File: config.mk
export PLATFORM = sky130hd
export DESIGN_NAME = cabac_bs_pack
export DESIGN_NICKNAME = d
export VERILOG_FILES = /design/src/rtl/cabac_bs_pkg.sv /design/src/rtl/cabac_bs_shifter.sv /design/src/rtl/cabac_bs_pack.sv
export SDC_FILE = /design/constraint.sdc
export NUM_CORES = 1
export LEC_CHECK = 0
export ABC_AREA = 1
export CAP_MARGIN = 20
export CORE_AREA = 5 5 147 149
export DETAILED_ROUTE_END_ITERATION = 10
export DIE_AREA = 0 0 152 154
export PLACE_DENSITY = 0.51
export SLEW_MARGIN = 10
export SYNTH_ARGS = -nofsm -noshare
export SYNTH_HDL_FRONTEND = slang
export SYNTH_SLANG_ARGS = --single-unit
File: constraint.sdc
create_clock -name clk -period 3 [get_ports clk]
set_input_delay 0.3 -clock clk [delete_from_list [all_inputs] [get_ports clk]]
set_output_delay 0.3 -clock clk [all_outputs]
set_load 0.01 [all_outputs]
File: src/rtl/cabac_bs_pkg.sv
// Shared types and defaults for the CABAC bitstream packer.
package cabac_bs_pkg;

    localparam int DEF_WORD_W = 16;
    localparam int DEF_ADDR_W = 8;
    localparam int DEF_BIN_W  = 8;
    localparam int NUM_W      = 4;

    localparam logic CEN_ON = 1'b0;
    localparam logic WEN_ON = 1'b0;

    typedef enum logic [1:0] {
        S_IDLE  = 2'd0,
        S_RUN   = 2'd1,
        S_FLUSH = 2'd2,
        S_DONE  = 2'd3
    } bs_state_t;

endpackage

File: src/rtl/cabac_bs_shifter.sv
// Merges a right-aligned chunk into the MSB-first accumulator and extracts a full word.
// Latency: combinational. Backpressure: none, at most one word per call.
module cabac_bs_shifter
    import cabac_bs_pkg::*;
#(
    parameter int WORD_W = DEF_WORD_W,
    parameter int BIN_W  = DEF_BIN_W,
    parameter int ACC_W  = WORD_W + BIN_W,
    parameter int CNT_W  = $clog2(WORD_W + BIN_W + 1)
) (
    input  logic [ACC_W-1:0]  acc,
    input  logic [CNT_W-1:0]  cnt,
    input  logic              val,
    input  logic [NUM_W-1:0]  num,
    input  logic [BIN_W-1:0]  dat,
    output logic [ACC_W-1:0]  acc_nxt,
    output logic [CNT_W-1:0]  cnt_nxt,
    output logic [WORD_W-1:0] word,
    output logic              word_vld
);

    localparam logic [CNT_W-1:0] WORD_C = CNT_W'(WORD_W);
    localparam logic [NUM_W-1:0] BIN_C  = NUM_W'(BIN_W);

    logic [BIN_W-1:0] mask;
    logic [ACC_W-1:0] acc_m;
    logic [CNT_W-1:0] cnt_m;

    always_comb begin
        acc_nxt  = acc;
        cnt_nxt  = cnt;
        word     = '0;
        word_vld = 1'b0;
        mask     = ~({BIN_W{1'b1}} << num);
        acc_m    = (acc << num) | ACC_W'(dat & mask);
        cnt_m    = cnt + CNT_W'(num);
        // Zero-length or oversize chunks leave the accumulator untouched.
        if (val && (num != '0) && (num <= BIN_C)) begin
            acc_nxt = acc_m;
            if (cnt_m >= WORD_C) begin
                word     = WORD_W'(acc_m >> (cnt_m - WORD_C));
                word_vld = 1'b1;
                cnt_nxt  = cnt_m - WORD_C;
            end else begin
                cnt_nxt  = cnt_m;
            end
        end
    end

endmodule

File: src/rtl/cabac_bs_pack.sv
// Packs 1..BIN_W-bit chunks MSB-first into WORD_W-bit SRAM words, flushes and reports the count.
// Latency: write strobe one cycle after the completing chunk. Backpressure: none, words past capacity are dropped (ovf_o).
// Option CABAC_BS_RBSP_TRAIL_EN: flush appends the rbsp stop bit before zero padding.
module cabac_bs_pack
    import cabac_bs_pkg::*;
#(
    parameter int WORD_W = DEF_WORD_W,
    parameter int ADDR_W = DEF_ADDR_W,
    parameter int BIN_W  = DEF_BIN_W
) (
    input  logic              clk,
    input  logic              rst,
    input  logic              start_i,
    input  logic              bits_val_i,
    input  logic [NUM_W-1:0]  bits_num_i,
    input  logic [BIN_W-1:0]  bits_dat_i,
    input  logic              flush_i,
    output logic              busy_o,
    output logic              done_o,
    output logic [ADDR_W:0]   word_cnt_o,
    output logic              ovf_o,
    output logic              cen_o,
    output logic              oen_o,
    output logic              wen_o,
    output logic [ADDR_W-1:0] addr_o,
    output logic [WORD_W-1:0] data_o
);

    localparam int ACC_W = WORD_W + BIN_W;
    localparam int CNT_W = $clog2(WORD_W + BIN_W + 1);

    bs_state_t         state_q, state_nxt;
    logic [ACC_W-1:0]  acc_q, acc_nxt;
    logic [CNT_W-1:0]  cnt_q, cnt_nxt;
    logic [ADDR_W:0]   word_cnt_q;
    logic [WORD_W-1:0] sh_word, flush_word, flush_bits, wr_word;
    logic              sh_word_vld, shift_en, flush_need, wr_req;

    cabac_bs_shifter #(
        .WORD_W (WORD_W),
        .BIN_W  (BIN_W),
        .ACC_W  (ACC_W),
        .CNT_W  (CNT_W)
    ) u_shifter (
        .acc      (acc_q),
        .cnt      (cnt_q),
        .val      (shift_en),
        .num      (bits_num_i),
        .dat      (bits_dat_i),
        .acc_nxt  (acc_nxt),
        .cnt_nxt  (cnt_nxt),
        .word     (sh_word),
        .word_vld (sh_word_vld)
    );

    // Live bits sit in acc_q[cnt_q-1:0]; shifting them to the top left-justifies and zero-pads.
`ifdef CABAC_BS_RBSP_TRAIL_EN
    assign flush_bits = {acc_q[WORD_W-2:0], 1'b1};
    assign flush_word = flush_bits << (CNT_W'(WORD_W - 1) - cnt_q);
    assign flush_need = 1'b1;
`else
    assign flush_bits = acc_q[WORD_W-1:0];
    assign flush_word = flush_bits << (CNT_W'(WORD_W) - cnt_q);
    assign flush_need = (cnt_q != '0);
`endif

    always_ff @(posedge clk or posedge rst) begin
        if (rst) state_q <= S_IDLE;
        else     state_q <= state_nxt;
    end

    always_comb begin
        state_nxt = state_q;
        shift_en  = 1'b0;
        wr_req    = 1'b0;
        wr_word   = sh_word;
        case (state_q)
            S_IDLE: ;
            S_RUN: begin
                shift_en = bits_val_i;
                wr_req   = sh_word_vld;
                if (flush_i) state_nxt = S_FLUSH;
            end
            S_FLUSH: begin
                wr_req    = flush_need;
                wr_word   = flush_word;
                state_nxt = S_DONE;
            end
            S_DONE:  state_nxt = S_IDLE;
            default: state_nxt = S_IDLE;
        endcase
        if (start_i) begin
            state_nxt = S_RUN;
            shift_en  = 1'b0;
            wr_req    = 1'b0;
        end
    end

    always_ff @(posedge clk or posedge rst) begin
        if (rst) begin
            acc_q      <= '0;
            cnt_q      <= '0;
            word_cnt_q <= '0;
            ovf_o      <= 1'b0;
            cen_o      <= ~CEN_ON;
            wen_o      <= ~WEN_ON;
            addr_o     <= '0;
            data_o     <= '0;
        end else begin
            cen_o <= ~CEN_ON;
            wen_o <= ~WEN_ON;
            if (start_i) begin
                acc_q      <= '0;
                cnt_q      <= '0;
                word_cnt_q <= '0;
                ovf_o      <= 1'b0;
            end else if (state_q == S_FLUSH) begin
                acc_q <= '0;
                cnt_q <= '0;
            end else begin
                acc_q <= acc_nxt;
                cnt_q <= cnt_nxt;
            end
            // Count MSB set means the SRAM is full; the count saturates there.
            if (wr_req) begin
                if (word_cnt_q[ADDR_W]) begin
                    ovf_o <= 1'b1;
                end else begin
                    cen_o      <= CEN_ON;
                    wen_o      <= WEN_ON;
                    addr_o     <= word_cnt_q[ADDR_W-1:0];
                    data_o     <= wr_word;
                    word_cnt_q <= word_cnt_q + (ADDR_W+1)'(1);
                end
            end
        end
    end

    assign busy_o     = (state_q == S_RUN) || (state_q == S_FLUSH);
    assign done_o     = (state_q == S_DONE);
    assign word_cnt_o = word_cnt_q;
    assign oen_o      = 1'b1;

endmodule

# ---- Word-level counts from Yosys, hierarchy flattened
# Cells that the tools add are included.
dict set report word_totals {
  mem_count 0
  ramBits 0
  out_inout_bits 39
  latch_bits 0
  word_cells 62
  mem_bits_ro 0
  ff_bits 66
  inputBits 17
}
dict set report classes {
  shifts 4
  magnitude_cmp 2
  n_mux 27
  eq_ne 4
  n_addsub 4
  n_div 0
  reduce_logical 9
  multipliers 0
  n_bitwise 4
}
# cell n
set op_table {}
lappend op_table {{$mux 24} 3}
lappend op_table {{$mux 16} 3}
lappend op_table {{$mux 9} 3}
lappend op_table {{$or 24x24->24} 1}
lappend op_table {{$shl 24x4->24} 1}
lappend op_table {{$shr 24x5->16} 1}
lappend op_table {{$mux 5} 4}
lappend op_table {{$shl 16x5->16} 1}
lappend op_table {{$mux 1} 10}
lappend op_table {{$add 9x1->9 const B} 1}
lappend op_table {{$and 8x8->8} 1}
lappend op_table {{$not 8->8} 1}
lappend op_table {{$reduce_bool 4->1} 2}
lappend op_table {{$shl 8x4->8 const A} 1}
lappend op_table {{$pmux 2 s3} 1}
lappend op_table {{$add 5x4->5} 1}
lappend op_table {{$ge 5x5->1 const B} 1}
lappend op_table {{$reduce_bool 5->1} 1}
lappend op_table {{$sub 5x5->5 const A} 1}
lappend op_table {{$sub 5x5->5 const B} 1}
lappend op_table {{$eq 2x2->1 const B} 2}
lappend op_table {{$le 4x4->1 const B} 1}
lappend op_table {{$mux 2} 2}
lappend op_table {{$reduce_and 2->1} 2}
lappend op_table {{7 further kinds} 8}

# ---- Logic depth before layout (Yosys ltp)
# Gate-level depths: netlist of run 1.
dict set report logic_depth {
  ltp_word 9
  ltp_mapped 17
  depth_no_buf 15
}

# ---- By module
# A second synthesis of run 1 with hierarchy kept.
dict set report hier_totals {
  cells_unflattened 1051
  hier_area_um2 6338.6
}
# module seq_area_each_um2 cells_per_inst instances area_per_inst_um2
set by_module_without_submodules {}
lappend by_module_without_submodules {cabac_bs_pack 1652.8 489 1 3643.5}
lappend by_module_without_submodules {cabac_bs_shifter 0.0 562 1 2695.1}

# ---- Worst setup path before layout of run 1
# Ideal clock, no wire load.
dict set report synth_timing {
  kind {input port to flip-flop}
  startpoint {in bits_num_i[1]}
  endpoint {reg addr_o[4]}
  path_stages 13
  n_path_buf 3
  path_slack_ps 594
  arrival_ps 2281
  setup_ps 125
  required_time_ps 2875
  path_cell_list {buf_6 > inv_2 > buf_2 > fa_1 > o21ai_0 > xor2_1 > nand2_1 > o21ai_2 > nand2_2 > nor2_4 > nand2_2 > buf_6 > mux2_4}
}
dict set report synth_between {
  elab_chain_len 7
  elab_cells_between_ends 11
  classes_between {add/sub (1); order compare (2); mux (4); reduce/logical (4)}
}
# item line
set synth_lines {}
lappend synth_lines {{from (decl)} cabac_bs_pack.sv:15} ;# input logic [NUM_W-1:0] bits_num_i,
lappend synth_lines {{$add 5x4->5 / $reduce_bool 4->1 (equally long branches)} {cabac_bs_shifter.sv:36, cabac_bs_shifter.sv:38}}
lappend synth_lines {{$ge 5x5->1 / $logic_and 1x1->1 (equally long branches)} {cabac_bs_shifter.sv:40, cabac_bs_shifter.sv:38}}
lappend synth_lines {{$mux 1 / $logic_and 1x1->1 (equally long branches)} {cabac_bs_shifter.sv:40, cabac_bs_shifter.sv:38}}
lappend synth_lines {{$mux 1 (*)} cabac_bs_shifter.sv:38} ;# if (val && (num != '0) && (num <= BIN_C)) begin
lappend synth_lines {{$pmux 1 s2 (*)} cabac_bs_pack.sv:77} ;# case (state_q)
lappend synth_lines {{$mux 1 (*)} cabac_bs_pack.sv:92} ;# if (start_i) begin
lappend synth_lines {{$reduce_and 2->1 (no line) (*)} n/a}
lappend synth_lines {{to (signal assigned)} cabac_bs_pack.sv:131} ;# addr_o <= word_cnt_q[ADDR_W-1:0];
lappend synth_lines {{to (decl)} cabac_bs_pack.sv:25} ;# output logic [ADDR_W-1:0] addr_o,
# Mark *: on every way between the ends. The rest lies on a longest branch, timed or not.
# A chain may end at the register's enable or synchronous reset.

# ---- Worst setup path after layout of run 1
dict set report layout_timing {
  startpoint {in bits_num_i[0]}
  endpoint {reg data_o[0]}
}
dict set report layout_between {
  elab_chain_len 8
  elab_cells_between_ends 21
  classes_between {add/sub (2); order compare (2); shift (3); mux (7); bitwise (3); reduce/logical (4)}
}
# item line
set layout_lines {}
lappend layout_lines {{branches (longest 8 deep; another with $add 5x4->5)} n/a}
lappend layout_lines {{to (signal assigned)} cabac_bs_pack.sv:132} ;# data_o <= wr_word;
lappend layout_lines {{to (decl)} cabac_bs_pack.sv:26} ;# output logic [WORD_W-1:0] data_o
# Parallel ways; which one is timed is not known.

==> reports/results.txt, run 1 <==
CP Max Fanout: 32
Total iterations of the first detailed-routing run: 8
RSZ-0062 raised after global routing: no
Commonest non-fill, non-tap cell in the layout: nand2_1
Tmin final: 2510 ps
Leak pwr: 3.34 nW
Critical Path End Type: register
Max VDD drop: 358 uV
Power density cells: 514 nW/um2
# resized after CTS: 0
CTS sink count: 66
Most used cell, CP: nand2_2
Worst skew pair latency: 350 ps
IO Pins: 56
Hold Buf Count CTS: 0
CTS tree: yes
Vias: 6583
Routed WL: 21100 um
FMAX: 398 MHz
Initial DRC count: 608
YS warnings: 0
Worst Setup Path Type: in2reg
Largest net degree at the start of global routing: 47
H-tree depth: 3
CP startpoint: bits_num_i[0]
Initial antenna violation count: 0
Met3 usage: 0.0239
FF-to-FF setup slack: 530 ps
GR peak layer: met2
DIE WIDTH: 152 um
Max cap viols: 0
Status: finished clean
Setup Fix Bufs, Post-CTS: 0
Startpoint types: primary input
Final Setup Violations: 0
Fillers: 2259
DR WL/cell: 16.8 um
Final period utilization: 0.838
Worst Skew: 9.26 ps
Area Overhead vs Synth: 20.1%
R2r startpoint: cnt_q[0]$_DFFE_PP0P_
Slew at the pin with the worst max-slew slack: 525 ps
Maximum clock insertion buffer count: 2
Routed Antenna Nets: 0
Layout Nets: 1014
Mapped cell area: 5900 um2
Post-synthesis cell type count: 46
Largest stage delay, worst path: 500 ps
Placement Setup Slack: 111 ps
Seq/Total Area, Yosys: 0.280
Final hold vios: 0
Vias in the first global route: 6265
Remaining DRCs: 0
Total track usage: 0.181
Final slew viol count: 0
Gpl congestion: 0.906
Hold Crit Class: in2async
GR Layer Usage met1: 0.256
Slowest stage cell on the critical path: clkdlybuf4s50_1
Die H: 154 um
First-pass GRT wire length: 34300 um
Syn nets: 975
Starting Density: 0.294
Mapped Cells: 947
Fin util: 0.353
Detailed Place HPWL: 16200 um
Number of CTS-inserted buffers: 9
Number of synthesized register bits: 66
Final WS setup: 486 ps
Grt ovf: 0
Avg Cell Area, Syn: 6.23 um2
Worst path cell trace: clkdlybuf4s50_1 > ha_1 > inv_1 > fa_1 > o21ai_0 > xor2_1 > nand2_1 > o21ai_2 > nand2_2 > nor2_4 > nand2_2 > buf_12 > a31oi_1 > a21boi_1
Most frequent cells in the layout: nand2_1 (279), nand3_1 (256), inv_1 (66)
CTS root buf: clkbuf_16
Ant diodes: 0
Slew HR: 0.650
Die area: 23400 um2
CTS clk-pin slew, worst paths: 60 ps
M2 GR Usage: 0.280
# port buffers: 54
Row count: 52
CP arrival: 2750 ps
Core box area: 20000 um2
CP required: 3240 ps
Setup TNS Final: 0 ps
Layout cells sized above 1: 0.0716
Average vias per placed instance: 5.22
-- path summary, 6_finish.rpt --
| path | end | depth (start not counted) |
|---|---|---|
| setup / recovery | data_o[0]$_DFFE_PP0P_ | 14 |
| hold / removal | word_cnt_o[8]$_DFF_PP0_ | 2 |
| setup reg to reg | data_o[0]$_DFFE_PP0P_ | 13 |
| hold reg to reg | addr_o[2]$_DFFE_PP0P_ | 2 |
| max in group asynchronous | wen_o$_DFF_PP1_ | 3 |
| min in group clk | addr_o[2]$_DFFE_PP0P_ | 2 |
-- logic make-up (layout without fill, tap and decap cells) --
kind of cell | Yosys count | in the layout | share of synthesized area
flops | 66 | 66 | 0.280
fa+ha+maj | 11 | 11 | 0.0246
compound gates | 137 | 137 | 0.137
simple gates | 587 | 587 | 0.437
xor+xnor | 5 | 5 | 0.00743
buf+inv | 133 | 177 | 0.0989
other cells | 1 | 1 | 0.000636
mux | 7 | 7 | 0.0136
-- critical path, delay by kind of cell --
family	cells	cell delay (ps)
buffers and inverters	3	750
adder cells (fa/ha/maj)	2	570
AO/OA/AOI/OAI	4	530
AND/OR/NAND/NOR	4	410
XOR/XNOR	1	170
-- layout make-up --
type | instances | area [um2] | area share
clock inverter | 7 | 100 | 0.0141
inverter | 75 | 284 | 0.0401
tap | 270 | 338 | 0.0477
timing repair buffer | 86 | 818 | 0.116
sequential | 66 | 1650 | 0.233
clock buffer | 9 | 225 | 0.0318
multi-input combinational | 748 | 3660 | 0.517
-- registers in the layout, summed over array words and instances, names as in the netlist --
register    cells
addr_o          8
ovf_o           1
data_o         16
state_q         2
acc_q          24
wen_o           1
word_cnt_o      9
cnt_q           5
-- per-layer routing --
layer	wire length, um	part of all wire
met5	0	0
met4	672	0.032
met3	952	0.045
met2	9450	0.45
met1	10100	0.48
-- synth_stat cells (all sizes together) --
| cell | number | area, um2 |
|---|---|---|
| nand2 | 281 | 1060 |
| nand3 | 258 | 1300 |
| inv | 73 | 277 |
| dfrtp | 65 | 1630 |
| o21ai | 64 | 324 |
| nor2 | 40 | 168 |
| buf | 39 | 228 |
| a21oi | 27 | 139 |
| clkbuf | 19 | 71.3 |
| a21boi | 12 | 90.1 |
| ha | 10 | 125 |
| o22ai | 9 | 56.3 |
| o211ai | 6 | 45.0 |
| mux2i | 5 | 50.1 |
| a31oi | 4 | 25.0 |
| a32o | 4 | 40.0 |
| nand4 | 4 | 25.0 |
| o31ai | 3 | 22.5 |
| xnor2 | 3 | 26.3 |
| a31o | 2 | 17.5 |
| clkinv | 2 | 7.51 |
| mux2 | 2 | 30.0 |
| nor3 | 2 | 10.0 |
| o311ai | 2 | 17.5 |
| xor2 | 2 | 17.5 |
| a211oi | 1 | 7.51 |
| a22o | 1 | 8.76 |
| a22oi | 1 | 7.51 |
| conb | 1 | 3.75 |
| dfstp | 1 | 26.3 |
| fa | 1 | 20.0 |
| nor2b | 1 | 8.76 |
| o2bb2ai | 1 | 8.76 |
| or2 | 1 | 6.26 |
-- per-stage QoR --
step | total power, W | cell area (um2) | instances | hold WS [ps]
after global placement | 0.00245 | 6750 | 1245 | 474
after CTS | 0.00367 | 7080 | 1261 | 319
after floorplan | 0.00192 | 5900 | 947 | 476
after global routing | 0.00388 | 7080 | 1261 | 351
final | 0.00364 | 7080 | 1261 | 307
after detailed placement | 0.00245 | 6750 | 1245 | 477
-- report_power, final --
part | total (W) | switching, W | internal [W]
clock network | 0.00120 | 0.000469 | 0.000736
logic | 0.00135 | 0.000802 | 0.000544
registers | 0.00109 | 0.0000882 | 0.00100
total | 0.00364 | 0.00136 | 0.00228
No activity file was read; power rests on OpenSTA's default activity.
==> inputs of run 2 (changes only) <==
Settings changed: PLACE_DENSITY 0.51 to 0.52.
Clock period 3 ns to 2.3 ns, I/O delays scaled along.
==> run 2 against run 1 <==
  * The run now ends with setup timing left
  * Combinational power is 52% higher
  * Via count is 5.8% higher
  * Sequential power rose by 29%
  * Worst hold slack worse by 200 ps
  * Highest routed layer unchanged
  * Global-route usage is 1.3 points higher
  * Register-to-register slack worse by 560 ps
  * Routed wire length grew 7.7%
  * Power rose by 33%
  * Die area stayed put
  * Setup slack worse by 520 ps
==> reports/results.txt, run 2 (synthesis results as in run 1) <==
Vias in the first global route: 6752 (+7.8%)
Most frequent cells in the layout: nand2_1 (277), nand3_1 (256), buf_4 (106)
Final period utilization: 1.02
CTS clk-pin slew, worst paths: 70 ps (about the same)
Slew HR: 0.673 (+0.0228)
Setup TNS Final: -61.8 ps (-61.8 ps)
Routed WL: 22800 um (+7.7%)
Worst Skew: 9.72 ps (+0.457 ps)
Total track usage: 0.193 (+0.0127)
Starting Density: 0.294 (unchanged)
DR WL/cell: 16.8 um (+0.50%)
CP Max Fanout: 5 (-84%)
Layout cells sized above 1: 0.172 (+0.100)
IO Pins: 56 (unchanged)
Critical path's top delay family: adder cells
Die area: 23400 um2 (unchanged)
Hold Buf Count CTS: 0 (unchanged)
CTS root buf: clkbuf_16
Tmin final: 2330 ps
# port buffers: 54 (unchanged)
Largest stage delay, worst path: 380 ps (-120 ps)
Fillers: 2206 (-2.3%)
Placement Setup Slack: -458 ps (-569 ps)
Clock share of power: 0.284 (-0.047)
Maximum clock insertion buffer count: 2 (unchanged)
Slew at the pin with the worst max-slew slack: 486 ps (-38.6 ps)
RSZ-0062 raised after global routing: yes
Final Setup Violations: 3 (+3)
Ant diodes: 0 (unchanged)
Die H: 154 um (unchanged)
Max VDD drop: 368 uV (+2.8%)
First-pass GRT wire length: 36500 um (+6.7%)
GR peak layer: met2
Remaining DRCs: 0 (unchanged)
Layout Nets: 1105 (+9.0%)
Routed Antenna Nets: 0 (unchanged)
Sequential Power Share: 0.292 (-0.007)
Critical Path End Type: register
Gpl congestion: 0.929 (+2.5%)
Slowest stage cell on the critical path: dfrtp_1
Final hold vios: 0 (unchanged)
DIE WIDTH: 152 um (unchanged)
Worst Setup Path Type: reg2reg
Largest net degree at the start of global routing: 59 (+26%)
Worst path cell trace: ha_2 > inv_2 > fa_2 > o21ai_2 > xor2_1 > nand2_1 > o21ai_2 > nand2_2 > nor2_4 > nand2_4 > buf_6 > mux2_4
Fin util: 0.399 (+0.0458)
Net switching power: 0.00188 W (+38%)
WP buf/inv: 2 (-1)
Failing checks: setup timing
Met3 usage: 0.0230 (-0.000843)
CP arrival: 2570 ps (-180 ps)
Total iterations of the first detailed-routing run: 5 (-3)
Max reg flops: 24 (unchanged)
Final WS setup: -34.9 ps (-521 ps)
Area Overhead vs Synth: 35.6%
Power density cells: 605 nW/um2 (+18%)
Commonest non-fill, non-tap cell in the layout: nand2_1
Final slew viol count: 0 (unchanged)
Internal power: 0.00296 W (+30%)
Vias: 6966 (+5.8%)
Combinational power share: 0.424 (+0.054)
Top reg by flops: acc_q
Worst skew pair latency: 350 ps (about the same)
Number of CTS-inserted buffers: 9 (unchanged)
M2 GR Usage: 0.311 (+0.0311)
CTS sink count: 66 (unchanged)
Average vias per placed instance: 5.15 (-1.3%)
Core box area: 20000 um2 (unchanged)
Switching Fraction: 0.388 (+0.0144)
Most used cell, CP: o21ai_2
Initial antenna violation count: 0 (unchanged)
Leak pwr: 3.83 nW (+15%)
Startpoint types: register
CP required: 2530 ps (-710 ps)
Status: finished with violations
Row count: 52 (unchanged)
CTS tree: yes
FMAX: 428 MHz
Hold Crit Class: in2async
Grt ovf: 0 (unchanged)
Initial DRC count: 486 (-20%)
H-tree depth: 3 (unchanged)
Detailed Place HPWL: 17700 um (+9.7%)
Max cap viols: 0 (unchanged)
GR Layer Usage met1: 0.270 (+0.0138)
run 2: worst paths after layout:
kind | startpoint | to | slack [ps] | cells after the start
setup / recovery | cnt_q[0]$_DFFE_PP0P_ | addr_o[5]$_DFFE_PP0P_ | -30 | 12
min in group clk | addr_o[1]$_DFFE_PP0P_ | addr_o[1]$_DFFE_PP0P_ | 490 | 2
setup reg to reg | cnt_q[0]$_DFFE_PP0P_ | addr_o[5]$_DFFE_PP0P_ | -30 | 12
max in group asynchronous | rst | wen_o$_DFF_PP1_ | 1550 | 3
hold reg to reg | addr_o[1]$_DFFE_PP0P_ | addr_o[1]$_DFFE_PP0P_ | 490 | 2
hold / removal | rst | ovf_o$_DFF_PP0_ | 110 | 2
run 2: power groups by stage:
stage,Sequential (W),Combinational [W],Clock [W]
global route,0.00144,0.00227,0.00145
detailed placement,0.00143,0.00200,0
floorplan,0.00146,0.00105,0
CTS,0.00142,0.00201,0.00140
finish,0.00141,0.00205,0.00137
global placement,0.00144,0.00200,0
run 2: worst register-to-register path: cells and delay by family, from the launching register on:
family / cells / cell delay (ps)
adders and majority gates: 2 / 540
and+or+nand+nor: 4 / 440
DFF: 1 / 380
muxes: 1 / 290
AOI/OAI and AO/OA: 2 / 240
buffers and inverters: 2 / 200
xor gates and xnor gates: 1 / 140
run 2: repair_timing:
item                                    CTS  global route
cloned                                    1             1
endpoints found under the setup margin   13            27
gates resized for setup                   7            35
setup buffers                             1             1
pin swaps                                 1             9
endpoints found under the hold margin     0             0
run 2: area by class of cell:
cell class / count / area, um2 / area share
flip-flops and latches: 66 / 1650 / 0.207
well taps: 270 / 338 / 0.0422
multi-input cells: 748 / 3780 / 0.473
repair buffers: 177 / 1660 / 0.207
clock buffers: 9 / 225 / 0.0282
clock inverters: 7 / 60.1 / 0.00751
inverters: 75 / 284 / 0.0355
run 2: metal layers:
layer / wire length (um) / vias up
met1: 10600 / 3243
met4: 613 / 0
met5: 0 / -
met2: 10500 / 234
met3: 1130 / 36
li1: - / 3453
run 2: metrics by stage:
stage / hold WS [ps] / total power [W] / cells / cell area (um2)
after CTS: 106 / 0.00483 / 1350 / 7860
final: 109 / 0.00484 / 1352 / 8000
after floorplan: 447 / 0.00250 / 947 / 5900
after global placement: 469 / 0.00343 / 1332 / 7510
after detailed placement: 481 / 0.00343 / 1332 / 7510
after global routing: 120 / 0.00515 / 1352 / 8000
